File: src/rtl/bpu_pht.sv
// Pattern history table of 2**IDX_W saturating CTR_W-bit counters with a combinational lookup.
// Optional gshare index hashing is compiled in when BPU_GSHARE_EN is defined.
module bpu_pht #(
   parameter int CTR_W = 2,
   parameter int IDX_W = 6
) (
   input  logic             in_Clk,
   input  logic             in_Rst_N,
   input  logic [IDX_W-1:0] in_rd_idx,
   output logic [IDX_W-1:0] out_rd_hidx,
   output logic [CTR_W-1:0] out_ctr,
   output logic             out_prediction,
   input  logic             in_upd_en,
   input  logic [IDX_W-1:0] in_upd_idx,
   input  logic             in_upd_taken,
   input  logic             in_clr
);

   localparam int              DEPTH   = 2**IDX_W;
   localparam logic [CTR_W-1:0] WNT     = {1'b0, {(CTR_W-1){1'b1}}};
   localparam logic [CTR_W-1:0] CTR_MAX = {CTR_W{1'b1}};
   localparam logic [CTR_W-1:0] CTR_ONE = {{(CTR_W-1){1'b0}}, 1'b1};

   logic [CTR_W-1:0] ctr_reg [DEPTH];
   logic [CTR_W-1:0] upd_cur;
   logic [CTR_W-1:0] upd_next;
   logic [IDX_W-1:0] hidx;

`ifdef BPU_GSHARE_EN
   logic [IDX_W-1:0] ghr_reg;

   // History keeps shifting even across a table clear; only reset zeroes it.
   always_ff @(posedge in_Clk or negedge in_Rst_N) begin
      if (!in_Rst_N) begin
         ghr_reg <= '0;
      end else if (in_upd_en) begin
         ghr_reg <= {ghr_reg[IDX_W-2:0], in_upd_taken};
      end
   end

   assign hidx = in_rd_idx ^ ghr_reg;
`else
   assign hidx = in_rd_idx;
`endif

   assign upd_cur = ctr_reg[in_upd_idx];

   always_comb begin
      upd_next = upd_cur;
      if (in_upd_taken) begin
         if (upd_cur != CTR_MAX) upd_next = upd_cur + CTR_ONE;
      end else begin
         if (upd_cur != '0) upd_next = upd_cur - CTR_ONE;
      end
   end

   always_ff @(posedge in_Clk or negedge in_Rst_N) begin
      if (!in_Rst_N) begin
         for (int i = 0; i < DEPTH; i++) ctr_reg[i] <= WNT;
      end else if (in_clr) begin
         for (int i = 0; i < DEPTH; i++) ctr_reg[i] <= WNT;
      end else if (in_upd_en) begin
         ctr_reg[in_upd_idx] <= upd_next;
      end
   end

   // Reads see the pre-update value during a same-index write.
   assign out_rd_hidx    = hidx;
   assign out_ctr        = ctr_reg[hidx];
   assign out_prediction = ctr_reg[hidx][CTR_W-1];

endmodule

File: config.mk
export PLATFORM = sky130hd
export DESIGN_NAME = bpu_pht
export DESIGN_NICKNAME = d
export VERILOG_FILES = /design/src/rtl/bpu_pht.sv
export SDC_FILE = /design/constraint.sdc
export NUM_CORES = 1
export LEC_CHECK = 0
export CAP_MARGIN = 20
export CORE_MARGIN = 4
export CORE_UTILIZATION = 55
export DETAILED_ROUTE_END_ITERATION = 16
export PLACE_DENSITY_LB_ADDON = 0.08
export SLEW_MARGIN = 10
export SYNTH_ARGS = -nofsm -noshare
export SYNTH_HDL_FRONTEND = slang
export SYNTH_SLANG_ARGS = --single-unit
File: constraint.sdc
create_clock -name in_Clk -period 5.1 [get_ports in_Clk]
set_input_delay 1.275 -clock in_Clk [delete_from_list [all_inputs] [get_ports in_Clk]]
set_output_delay 1.275 -clock in_Clk [all_outputs]
set_load 0.01 [all_outputs]
==> results of run 1 <==
power by group through the flow:
stage | logic (mW) | registers [mW] | clock network, mW
floorplan | 0.242 | 1.05 | 0
global placement | 0.321 | 1.05 | 0
detailed placement | 0.329 | 1.05 | 0
CTS | 0.334 | 1.03 | 1.35
global route | 0.357 | 1.04 | 1.40
finish | 0.334 | 1.04 | 1.34
layer usage:
metal  global-route usage  vias up  wire, um
met4                0.103        0       786
met2                0.463      305     11900
li1                     -     2938         -
met5                    0        -         0
met1                0.395     3425     10100
met3               0.0700       76      1710
synthesized netlist by cell type (3+ instances only):
cell type  instances  share of area
nor2b_1            4         0.0029
o22ai_1            9         0.0065
nor3_1           129          0.075
buf_4             11         0.0096
nand2b_1           5         0.0036
a21o_1             3         0.0026
or3_1              3         0.0022
a221oi_1           3         0.0031
nor3b_1            5         0.0044
dfstp_2           64           0.20
buf_2             14         0.0082
mux4_2            58           0.15
buf_1              8         0.0035
a21oi_1            9         0.0052
buf_12             6          0.014
dfrtp_1           64           0.19
nand2_1           18         0.0079
mux2_2             4         0.0052
mux2i_1           22          0.026
clkbuf_1          46          0.020
a211oi_1          64          0.056
nand3b_1           8         0.0070
o211ai_1           3         0.0026
a21oi_4           60           0.11
nor2_1           134          0.059
nand3_1            8         0.0047
inv_1              3         0.0013
final cells by class:
cell class	count	share of cell area
multi-input cells	570	0.502
inverters	4	0.00157
well taps	211	0.0276
clock inverters	9	0.0161
flip-flops and latches	128	0.343
clock buffers	23	0.0510
repair buffers	56	0.0592
cell usage in the layout, fill, tap and decap left out, types with 6 or more instances in the layout:
cell / n
nand2_1: 18
dfstp_2: 64
nand3b_1: 8
o22ai_1: 9
clkbuf_16: 17
nor3_1: 129
buf_4: 25
dfrtp_1: 64
a211oi_1: 64
buf_12: 6
a21oi_1: 9
clkdlybuf4s50_1: 19
nor2_1: 134
a21oi_4: 60
mux2i_1: 22
mux4_2: 58
nand3_1: 8
tightest hold or removal path: stages (launching register included):
cell,delay [ns]
dfrtp_1,0.39
nor2_1,0.11
a211oi_1,0.05
final timing paths:
path	from	end	slack [ns]	cells past startpoint
setup reg to reg	ctr_reg[112]	ctr_reg[10]	2.05	8
setup / recovery	in_rd_idx[1]	out_ctr[1]	0.06	6
min in group asynchronous	in_Rst_N	ctr_reg[119]	0.94	1
hold reg to reg	ctr_reg[93]	ctr_reg[93]	0.59	2
hold / removal	ctr_reg[93]	ctr_reg[93]	0.59	2
max in group asynchronous	in_Rst_N	ctr_reg[8]	3.28	2
cells by family (layout without fill, tap and decap cells):
kind of cell	Yosys count	in the layout
AND/OR/NAND/NOR	322	322
AO/OA/AOI/OAI	162	162
flip-flops	128	128
adder cells (fa/ha/maj)	2	2
buffers and inverters	91	92
multiplexers	84	84
per-stage QoR:
stage	hold WS, ns	TNS, ns
2_1_floorplan	0.548	0
3_3_place_gp	0.571	-0.103
3_5_place_dp	0.575	-0.190
4_1_cts	0.585	0
5_1_grt	0.607	0
6_report	0.587	0
what timing repair did:
action / in CTS / in global routing
hold endpoints to repair: 0 / 0
resized for setup: 1 / 1
setup endpoints to repair: 3 / 2
gates cloned: 1 / 0
==> out/metrics.cfg, run 1 <==
[finish]
syn_to_final_growth_pct=11.4
nets=794
num-fill-cells=1201
final_core_util=0.628
register_area_um2=3280
final_cells=1001
antenna_cells=0
layout-drive-gt1-share=0.327
largest_reg_flops=128
fin_area_um2=9580
multiInputGateArea_um2=4800

[placed_design]
gp_congestion=0.859
placed_cell_area_um2=8900
pre_cts_ws_ns=-0.0672
hpwl_um=15800
port_buffers=25
dpl.cell_count=968

[timing]
worstMarginPinSlew_ns=1.05
max_slew_margin=0.301
rsz0062_at_grt=false
drv_slew=0
fin_ws_ns=0.0649
fin_crit_sh=0.987
fin_crit_ns=5.04
maxClockFrequency_mhz=199
setup_viol=0
hold_viol=0
clock_skew_ns=0.00702

[yosys]
synth_cell_types=44
synth_xor_area_frac=0
yosys_register_bits=128
async_flop_share=1.00
synth.avg_cell_area_um2=10.9
synth-main-ff-cell=dfstp_2
synth_nets=806
synth_simple_gate_area_share=0.173
synthMuxAreaShare=0.183
yosys_warnings=0
synth_edf_count=0
yosysSeqAreaShare=0.382
synth_fa_ha_area_frac=0.00247
synthesis.area_um2=8600
synth_compound_area_frac=0.200
synth_top_family_by_area=compound AO/OA/AOI/OAI gates
synthCells=789

[die]
start_util=0.563
io-pin-count=26
fp-row-count=45
core_um2=15300
die-area_um2=17700
die_h_um=133
die_w_um=133

[power]
cellPowerDensity_nw_per_um2=283
pwr-share-comb=0.124
power.total_mw=2.71
sequentialPowerShare=0.383
p_clk_frac=0.494
switchingPower_mw=0.703
p_leak_nw=3.24
p_int_mw=2.00
switching_share=0.260
ir_drop_v=0.000311

[clocking]
htree_levels=4
cts_tree=done
insertion_delay_ns=0.42
cts_num_sinks=128
clk_pin_slew_worst_paths_ns=0.06
postCtsHoldBufs=0
cts_buffers=17
postCtsSetupBuffers=0
cts_root_buf=clkbuf_16
cts.path.max_buffers=2

[worst_setup_path]
crit_top_cell=mux4_2
path_max_fanout=16
critPathArrivalTime_ns=3.76
worst_setup_path_end_kind=output port
path_class=input port to output port
cp.required_ns=3.83
cp-start-kind=input port
critPathSlowestCell=mux4_2
crit_family=multiplexers
crit_buf_inv=3
slowest_delay_ns=0.51
crit_chain=clkdlybuf4s15_1 > bufbuf_16 > mux4_2 > mux4_2 > mux4_2 > clkdlybuf4s50_1

[grt]
gr-usage-all-layers=0.292
antenna_found_initial=0
overflow=0
grt_max_degree=145
grt_pass1_wl_um=39800
grt_pass1_vias=6818

[drt]
drc=0
vias_per_cell=6.74
ant_nets=0
first_pass_iters=6
vias=6744
wl_per_cell_um=24.5
drt_iter0_drc=747
wirelength_um=24500

[flow_run]
maxCapViolCount=0

[run_status]
status=finished, final reports clean

[hold_path]
min_path_type=register to register

Power figures use the tool's default switching activity.
==> run 2, diff against run 1 <==
Settings changed: ABC_AREA set to 1.
==> out/metrics.cfg, run 2 <==
[drt]
ant_nets=0
drt_iter0_drc=1107
first_pass_iters=7
vias_per_cell=5.80
drc=0
wirelength_um=28700
wl_per_cell_um=17.8
vias=9342

[yosys]
synth-main-ff-cell=dfstp_2
synthesis.area_um2=8920
yosys_register_bits=128
yosysSeqAreaShare=0.368
synthCells=1421
ys_top_cells_by_count=467 x nand2_1, 184 x nor2_1, 117 x nand3_1
synth_area_leader_cell=nand2_1
synth_area_leaders=nand2_1 20%, dfstp_2 19%, dfrtp_1 18%
synth_cell_types=26
yosysMostFrequentCell=nand2_1
synth_edf_count=0
yosys_warnings=0
synth_top_area_frac=0.196
async_flop_share=1.00
synth.avg_cell_area_um2=6.28
synth_nets=1438

[worst_setup_path]
slowest_delay_ns=0.49
regToRegSetupSlack_ns=2.91
path_max_fanout=33
crit_chain=clkdlybuf4s50_1 > buf_4 > o221ai_1 > o211ai_1 > nand3_1 > nand3_1 > nand2_1 > clkdlybuf4s50_1
crit_family=buffers and inverters
r2r-end=ctr_reg[57]
reg2reg_from=ctr_reg[113]
cp.required_ns=3.83
critPathSlowestCell=clkdlybuf4s50_1
crit_buf_inv=3
cp-startpoint=in_rd_idx[2]
cp-start-kind=input port
worst_setup_path_end_kind=output port
reg2reg_depth=12
path_class=input port to output port
critPathArrivalTime_ns=3.23

[timing]
fin_setup_tns_ns=0
rsz0062_at_grt=false
worstMarginPinSlew_ns=1.08
fin_crit_sh=0.884
setup_viol=0
drv_slew=0
clock_skew_ns=0.0140
maxClockFrequency_mhz=222
fin_crit_ns=4.51
hold_viol=0
max_slew_margin=0.282

[grt]
use_met1=0.445
antenna_found_initial=0
grt_pass1_vias=8663
grt_max_degree=149
grt.met3_usage=0.0758
top_usage_layer=met2
use_met2=0.502
gr-usage-all-layers=0.326
grt_pass1_wl_um=46500
overflow=0

[die]
die_h_um=135
io-pin-count=26
core_um2=15900
die-area_um2=18300
die_w_um=135
fp-row-count=46
start_util=0.562

[power]
p_int_mw=2.04
cellPowerDensity_nw_per_um2=298
switchingPower_mw=0.871
sequentialPowerShare=0.380
ir_drop_v=0.000265
pwr-share-comb=0.174
switching_share=0.299
p_clk_frac=0.446
p_leak_nw=4.54

[finish]
layout_commonest_cell=nand2_1
final_cell_mix=467 x nand2_1, 184 x nor2_1, 116 x nand3_1
largest_reg_flops=128
syn_to_final_growth_pct=9.62
final_cells=1612
layout-drive-gt1-share=0.100
antenna_cells=0
nets=1400

[clocking]
insertion_delay_ns=0.43
cts_root_buf=clkbuf_16
cts_buffers=17
htree_levels=4
postCtsHoldBufs=0
clk_pin_slew_worst_paths_ns=0.05
postCtsSetupBuffers=0
cts.path.max_buffers=2
cts_tree=done
cts_num_sinks=128
cts_resized=0

[placed_design]
port_buffers=25
dpl.cell_count=1580
hpwl_um=17900
gp_congestion=0.914

[run_status]
status=finished, final reports clean

[flow_run]
maxCapViolCount=0

[hold_path]
hold_start=ctr_reg[77]
worst_hold_path.endpoint=ctr_reg[77]
whs_path_depth=2
min_path_type=register to register

-- run 2: changes by cell type after synthesis, sizes merged, moves of 8 or more --
cell	delta
a21oi	+18
nand3	+109
nor2	+54
o211ai	+30
inv	+104
mux4	-58
o21ai	+89
clkbuf	+12
mux2i	-22
buf	+9
a211oi	-64
nor3	-57
nand3b	-8
nand2	+454
-- run 2: logic make-up (layout without fill, tap and decap cells) --
family | Yosys count | in the layout | synth area share
compound gates | 219 | 219 | 0.135
simple gates | 859 | 859 | 0.393
buf+inv | 215 | 190 | 0.104
flops | 128 | 128 | 0.368
-- run 2: worst max path at each step --
stage / slack, ns / to / cells past startpoint
floorplan: 1.05 / out_ctr[1] / 11
global placement: 0.61 / out_ctr[0] / 8
detailed placement: 0.60 / out_ctr[0] / 8
CTS: 0.61 / out_ctr[0] / 8
global route: 0.46 / out_ctr[0] / 8
finish: 0.59 / out_ctr[0] / 8
-- run 2: layout make-up --
type	instances	area (um^2)
clock inverters	8	128
flip-flops and latches	128	3280
fillers	1521	6110
repair buffers	51	492
clock buffers	24	492
multi-input cells	1078	4710
well taps	216	270
inverters	107	402
-- run 2: worst reg2reg max path: cells and delay by family (launching register included) --
| family | cells | cell delay, ns |
|---|---|---|
| compound gates | 1 | 0.21 |
| flops | 1 | 0.41 |
| simple gates | 10 | 1.22 |
| buf+inv | 1 | 0.25 |
-- run 2: per-layer routing --
| layer | part of all wire | up-vias | wire length, um |
|---|---|---|---|
| li1 | - | 4493 | - |
| met3 | 0.090 | 79 | 2590 |
| met4 | 0.037 | 0 | 1060 |
| met5 | 0 | - | 0 |
| met2 | 0.44 | 479 | 12700 |
| met1 | 0.43 | 4291 | 12300 |
-- run 2: stage by stage --
stage | hold slack, ns | area, um^2 | setup WS (ns) | util | total power, mW
detailed placement | 0.469 | 9160 | 0.600 | 0.577 | 1.62
global placement | 0.465 | 9160 | 0.609 | 0.577 | 1.62
global route | 0.499 | 9780 | 0.458 | 0.616 | 3.02
CTS | 0.483 | 9780 | 0.607 | 0.616 | 2.91
floorplan | 0.449 | 8920 | 1.05 | - | 1.45
finish | 0.479 | 9780 | 0.591 | 0.616 | 2.91
-- run 2: power groups by stage --
stage | combinational (mW) | sequential, mW | clock, mW
after floorplan | 0.336 | 1.11 | 0
after global placement | 0.494 | 1.12 | 0
after detailed placement | 0.500 | 1.12 | 0
after CTS | 0.500 | 1.11 | 1.30
after global routing | 0.557 | 1.11 | 1.35
final | 0.507 | 1.11 | 1.30
==> run 3, diff against run 2 <==
Settings changed: CTS_CLUSTER_DIAMETER set to 40, CTS_CLUSTER_SIZE set to 25.
==> results of run 3 <==
The final DEF is identical to that of run 2; final timing and power are the same.
